==> src/rtl/switch_event_generator.sv <==
// Debounced switch level to PRESS/RELEASE/LONG/REPEAT events, queued on a valid/ready stream.
// Latency: edge or terminal tick to event_valid is 1 clock; when the queue is full and not popping, new events are dropped and overflow is set.

module sev_fifo #(
  parameter int W     = 2,
  parameter int DEPTH = 4
) (
  input  logic         clock,
  input  logic         reset_n,
  input  logic         i_push_vld,
  input  logic [W-1:0] i_push_dat,
  output logic         o_pop_vld,
  input  logic         i_pop_rdy,
  output logic [W-1:0] o_pop_dat,
  output logic         o_drop
);
  // First-word-fall-through queue; a push into a full queue is accepted only when the head pops in the same cycle.
  localparam int AW = $clog2(DEPTH);

  logic [W-1:0]  r_mem [DEPTH];
  logic [AW-1:0] r_wr_ptr;
  logic [AW-1:0] r_rd_ptr;
  logic [AW:0]   r_count;
  logic          w_full;
  logic          w_pop;
  logic          w_push;

  assign w_full    = (r_count == (AW+1)'(DEPTH));
  assign o_pop_vld = (r_count != '0);
  assign w_pop     = o_pop_vld && i_pop_rdy;
  assign w_push    = i_push_vld && (!w_full || w_pop);
  assign o_drop    = i_push_vld && !w_push;
  assign o_pop_dat = r_mem[r_rd_ptr];

  always_ff @(posedge clock or negedge reset_n) begin
    if (!reset_n) begin
      for (int i = 0; i < DEPTH; i++) r_mem[i] <= '0;
      r_wr_ptr <= '0;
      r_rd_ptr <= '0;
      r_count  <= '0;
    end else begin
      if (w_push) begin
        r_mem[r_wr_ptr] <= i_push_dat;
        r_wr_ptr        <= r_wr_ptr + AW'(1);
      end
      if (w_pop) r_rd_ptr <= r_rd_ptr + AW'(1);
      if (w_push && !w_pop)      r_count <= r_count + (AW+1)'(1);
      else if (!w_push && w_pop) r_count <= r_count - (AW+1)'(1);
    end
  end
endmodule

module switch_event_generator #(
  parameter int LONG_PRESS_TICKS = 100,
  parameter int REPEAT_TICKS     = 20,
  parameter int FIFO_DEPTH       = 4
) (
  input  logic       clock,
  input  logic       reset_n,
  input  logic       sampling_trigger,
  input  logic       switch_in,
  output logic       event_valid,
  input  logic       event_ready,
  output logic [1:0] event_code,
  output logic       pressed,
  output logic       overflow,
  input  logic       overflow_clear
);
  localparam int MAX_TICKS = (LONG_PRESS_TICKS > REPEAT_TICKS) ? LONG_PRESS_TICKS : REPEAT_TICKS;
  localparam int CW        = $clog2(MAX_TICKS + 1);
  localparam int LONG_TERM = LONG_PRESS_TICKS - 1;
  localparam int REP_TERM  = (REPEAT_TICKS == 0) ? 0 : REPEAT_TICKS - 1;
  localparam bit REP_EN    = (REPEAT_TICKS != 0);

  localparam logic [1:0] EV_PRESS   = 2'd0;
  localparam logic [1:0] EV_RELEASE = 2'd1;
  localparam logic [1:0] EV_LONG    = 2'd2;
  localparam logic [1:0] EV_REPEAT  = 2'd3;

  typedef enum logic [1:0] {S_IDLE, S_PRESSED, S_HELD} state_t;

  state_t        r_state;
  logic [CW-1:0] r_cnt;
  logic          r_prev_in;
  logic          r_overflow;
  logic          w_rise;
  logic          w_fall;
  logic          w_long_term;
  logic          w_rep_term;
  logic          w_push;
  logic [1:0]    w_code;
  logic          w_drop;

  assign w_rise      = switch_in && !r_prev_in;
  assign w_fall      = !switch_in && r_prev_in;
  assign w_long_term = (r_cnt == CW'(LONG_TERM));
  assign w_rep_term  = (r_cnt == CW'(REP_TERM));
  assign pressed     = r_prev_in;
  assign overflow    = r_overflow;

  // A falling edge always wins over a tick arriving in the same cycle.
  always_comb begin
    w_push = 1'b0;
    w_code = EV_PRESS;
    case (r_state)
      S_IDLE: begin
        if (w_rise) begin
          w_push = 1'b1;
          w_code = EV_PRESS;
        end
      end
      S_PRESSED: begin
        if (w_fall) begin
          w_push = 1'b1;
          w_code = EV_RELEASE;
        end else if (sampling_trigger && w_long_term) begin
          w_push = 1'b1;
          w_code = EV_LONG;
        end
      end
      S_HELD: begin
        if (w_fall) begin
          w_push = 1'b1;
          w_code = EV_RELEASE;
        end else if (sampling_trigger && REP_EN && w_rep_term) begin
          w_push = 1'b1;
          w_code = EV_REPEAT;
        end
      end
      default: begin
        w_push = 1'b0;
        w_code = EV_PRESS;
      end
    endcase
  end

  always_ff @(posedge clock or negedge reset_n) begin
    if (!reset_n) begin
      r_state    <= S_IDLE;
      r_cnt      <= '0;
      r_prev_in  <= 1'b0;
      r_overflow <= 1'b0;
    end else begin
      r_prev_in <= switch_in;
      if (w_drop)              r_overflow <= 1'b1;
      else if (overflow_clear) r_overflow <= 1'b0;
      case (r_state)
        S_IDLE: begin
          if (w_rise) begin
            r_cnt   <= '0;
            r_state <= S_PRESSED;
          end
        end
        S_PRESSED: begin
          if (w_fall) begin
            r_state <= S_IDLE;
          end else if (sampling_trigger) begin
            if (w_long_term) begin
              r_cnt   <= '0;
              r_state <= S_HELD;
            end else begin
              r_cnt <= r_cnt + CW'(1);
            end
          end
        end
        S_HELD: begin
          if (w_fall) begin
            r_state <= S_IDLE;
          end else if (sampling_trigger && REP_EN) begin
            if (w_rep_term) r_cnt <= '0;
            else            r_cnt <= r_cnt + CW'(1);
          end
        end
        default: r_state <= S_IDLE;
      endcase
    end
  end

  sev_fifo #(
    .W     (2),
    .DEPTH (FIFO_DEPTH)
  ) u_fifo (
    .clock      (clock),
    .reset_n    (reset_n),
    .i_push_vld (w_push),
    .i_push_dat (w_code),
    .o_pop_vld  (event_valid),
    .i_pop_rdy  (event_ready),
    .o_pop_dat  (event_code),
    .o_drop     (w_drop)
  );
endmodule

==> config.mk <==
export PLATFORM = sky130hd
export DESIGN_NAME = switch_event_generator
export DESIGN_NICKNAME = d
export VERILOG_FILES = /design/src/rtl/switch_event_generator.sv
export SDC_FILE = /design/constraint.sdc
export NUM_CORES = 1
export LEC_CHECK = 0
export CORE_MARGIN = 2
export CORE_UTILIZATION = 42
export DETAILED_ROUTE_END_ITERATION = 10
export SLEW_MARGIN = 15
export SYNTH_ARGS = -nofsm -noshare
export SYNTH_HDL_FRONTEND = slang
export SYNTH_SLANG_ARGS = --single-unit
==> constraint.sdc <==
create_clock -name clock -period 6.75 [get_ports clock]
set_clock_uncertainty 0.15 [all_clocks]
set_input_delay 1.35 -clock clock [delete_from_list [all_inputs] [get_ports clock]]
set_output_delay 1.35 -clock clock [all_outputs]
set_load 0.005 [all_outputs]
==> metrics.md <==
| Metric | Value |
|---|---|
| Static power due to leakage | 0.785 nW |
| Number of levels the H-tree was split into | 1 |
| Final Net Count | 174 |
| Power density over the cells | 304 mW/mm^2 |
| Post-synthesis register bit count | 26 |
| Met3 usage in global routing | 2.43% |
| Summed negative setup slack over all endpoints | 0 ns |
| Clock tree from TritonCTS | built |
| Area of combinational cells with multiple inputs | 868 sq um |
| Critical path peak fanout | 8 |
| Mapped cell area | 0.00155 sq mm |
| Setup Fix Bufs, Post-CTS | 0 |
| Fin. Hold Viols | 0 |
| Width of the die | 64.7 um |
| WL per Instance | 14.8 um |
| Number of diodes | 0 |
| Total iterations of the first detailed-routing run | 4 |
| Number of CTS-inserted buffers | 3 |
| RSZ-0062 raised after global routing | no |
| Global-route wire length before repair | 5410 um |
| HPWL reported at the end of detailed placement | 2300 um |
| Largest family of logic cells by synthesized area | simple AND/OR/NAND/NOR gates |
| Final instance area | 0.00177 sq mm |
| Worst setup margin | 2.98 ns |
| Number of max-slew violations in the final report | 0 |
| Number of synthesis warnings | 0 |
| Remaining design rule violation count | 0 |
| Run status | finished clean |
| Post-Synthesis Mean Instance Area | 11.0 sq um |
| Worst rel slew slack | 47.7% |
| Number of global-route vias before repair | 1146 |
| Top Usage Layer GRT | met2 |
| Simple-gate area share of the yosys netlist | 19.7% |
| Starting Density | 42.9% |
| Fraction of synthesized cell area in xor and xnor cells | 3.40% |
| Post-layout minimum cycle time | 3.77 ns |
| Compound-Gate Fraction of Synth Area | 15.6% |
| Highest-count cells in the layout ignoring fill and taps | 26 x sky130_fd_sc_hd__dfrtp_1, 14 x sky130_fd_sc_hd__nand2_1, 11 x sky130_fd_sc_hd__ha_1, 10 x sky130_fd_sc_hd__clkdlybuf4s50_1, 9 x sky130_fd_sc_hd__nor2_1 |
| Wire length after detailed routing | 3010 um |
| Longest Clk Path Bufs | 2 |
| Critical path launch point type | input pin |
| Capturing element type of the critical path | register |
| Final count of negative-setup-slack endpoints | 0 |
| Critical path required time | 6.80 ns |
| Post-synthesis cell count | 140 |
| Violation count after the first detailed-route iteration | 41 |
| Count of input and output buffers | 10 |
| Met2 Use GR | 28.5% |
| Cell at the root of the clock tree | sky130_fd_sc_hd__clkbuf_8 |
| Sequential cell area | 651 sq um |
| Hold/Removal Path Class | reg2reg |
| Final weighted congestion in routability-driven placement | 0.771 |
| Share of post-route cells with drive strength above 1 | 12.9% |
| Insertion delay of the later-clocked pin in the worst-skew pair | 0.26 ns |
| Synth Net Count | 158 |
| Clock tree sinks | 26 |
| Slew at the pin with the worst max-slew slack | 0.773 ns |
| Total global-route track usage | 16.7% |
| Adder-cell share of the synthesized area | 10.2% |
| Number of nets with antenna violations after routing | 0 |
| Met1 Use GR | 21.5% |
| Standard-cell rows | 22 |
| Number of inserted filler cells in the final layout | 321 |
| Vias per Instance | 5.38 |
| Area inside the core boundary | 0.00361 sq mm |
| Dpl cell area | 0.00171 sq mm |
| # resized after CTS | 0 |
| Maximum resistive drop on vdd | 0.000131 V |
| Portion of the clock cycle consumed by the worst path in the final layout | 55.9% |
| Max Cap Violations | 0 |
| Number of ports placed on the die boundary | 11 |
| Arrival time at the worst endpoint | 3.82 ns |
| Overall die height | 64.7 um |
| Share of the yosys chip area belonging to registers | 42.1% |
| Clock-pin transition on the worst setup and hold timing paths | 0.09 ns |
| Initial antenna violation count | 0 |
| Syn-to-layout area delta | 14.4% |
| Class of the most critical setup path | in2reg |
| Fraction of synthesized area in multiplexers | 7.29% |
| Number of vias after detailed routing | 1092 |
| CTS hold repair buffers | 0 |
| Post-synth cell types | 40 |
| Most common cell after layout, fill and taps aside | sky130_fd_sc_hd__dfrtp_1 |
| Pre-CTS WS | 2.70 ns |
| Overflow after GRT | 0 |
| Peak Freq | 265 MHz |
| Maximum number of pins on one net before global-route repair | 27 |
| Placed cell count | 199 |
| Number of cells in the finished layout apart from fillers | 203 |
| Die area | 0.00418 sq mm |
[stage by stage]
stage,power (W),hold WS (ns),utilization [%]
global placement,0.000431,0.323,47.5
floorplan,0.000377,0.297,-
global route,0.000585,0.377,49.0
CTS,0.000547,0.356,49.0
detailed placement,0.000442,0.334,47.5
finish,0.000537,0.350,49.0
[layout make-up]
type / count / share of cell area, %
Multi-Input combinational cell: 107 / 49.1
Sequential cell: 26 / 36.8
Timing Repair Buffer: 11 / 6.09
Tap cell: 48 / 3.40
Clock buffer: 4 / 3.11
Inverter: 7 / 1.49
[cells by family after synthesis]
family	count (synthesis)
AO/OA/AOI/OAI	28
XOR/XNOR	6
adder cells (fa/ha/maj)	12
buffers and inverters	7
flip-flops	26
multiplexers	8
AND/OR/NAND/NOR	53
[per-layer routing]
| layer | wire length (um) | up-vias |
|---|---|---|
| met1 | 1470 | 533 |
| met2 | 1430 | 13 |
| met3 | 73 | 2 |
| li1 | - | 544 |
| met4 | 29 | 0 |
| met5 | 0 | - |
[worst max-delay path, stage by stage]
cell,delay [ns]
sky130_fd_sc_hd__clkdlybuf4s50_1,0.50
sky130_fd_sc_hd__nand3b_1,0.31
sky130_fd_sc_hd__a311oi_4,0.49
sky130_fd_sc_hd__ha_1,0.26
sky130_fd_sc_hd__inv_1,0.07
sky130_fd_sc_hd__fa_1,0.42
sky130_fd_sc_hd__xor2_1,0.17
sky130_fd_sc_hd__nor2_1,0.11
sky130_fd_sc_hd__xor2_1,0.14
[flip-flops by register name (all words and copies together), names as in the netlist]
signal	count
u_fifo.r_count	3
r_cnt	7
u_fifo.r_rd_ptr	2
u_fifo.r_wr_ptr	2
overflow	1
pressed	1
u_fifo.r_mem	8
r_state	2
[Yosys cell counts, drive strengths merged]
library cell | count | share of area [%]
a311oi | 1 | 1.7
fa | 1 | 1.3
nor4b | 1 | 0.57
a21o | 1 | 0.49
ha | 11 | 8.9
nand3 | 7 | 2.3
and2 | 1 | 0.41
nand2 | 14 | 3.4
o21ai | 7 | 2.3
nor2b | 2 | 0.81
nand3b | 3 | 1.5
a22o | 7 | 4.3
a21boi | 1 | 0.49
or3 | 3 | 1.2
a221o | 2 | 1.4
o211ai | 2 | 0.97
a22oi | 1 | 0.49
xor2 | 2 | 1.1
mux2 | 6 | 4.4
nor3 | 2 | 0.65
and3b | 1 | 0.65
dfrtp | 26 | 42
mux4 | 2 | 2.9
a21oi | 2 | 0.65
o22ai | 1 | 0.41
a31oi | 2 | 0.81
o2111ai | 1 | 1.7
nand2b | 2 | 0.81
nor3b | 2 | 1.7
and3 | 3 | 1.2
inv | 7 | 1.7
and2b | 1 | 0.49
nor2 | 9 | 2.2
and4bb | 2 | 1.9
xnor2 | 4 | 2.3
[power breakdown]
part	total, W	switching, W	leakage, nW	internal (W)
clock network	0.000101	0.0000488	0.0288	0.0000521
logic	0.000201	0.000104	0.414	0.0000968
registers	0.000235	0.0000410	0.342	0.000194
[path summary, 6_finish.rpt]
path                            depth (start not counted)                       endpoint  slack, ns                     startpoint
worst max-delay path                                    9  u_fifo.r_count[2]$_DFFE_PN0P_       2.98                      switch_in
worst min-delay path                                    1  u_fifo.r_count[2]$_DFFE_PN0P_       0.35  u_fifo.r_count[2]$_DFFE_PN0P_
worst max register to register                         11  u_fifo.r_count[2]$_DFFE_PN0P_       3.47         r_state[0]$_DFFE_PN0P_
worst min register to register                          1  u_fifo.r_count[2]$_DFFE_PN0P_       0.35  u_fifo.r_count[2]$_DFFE_PN0P_
max in group asynchronous                               2           overflow$_DFFE_PN0P_       4.89                        reset_n
min in group asynchronous                               2    u_fifo.r_mem[6]$_DFFE_PN0P_       1.30                        reset_n
No activity file was read; power rests on OpenSTA's default activity.
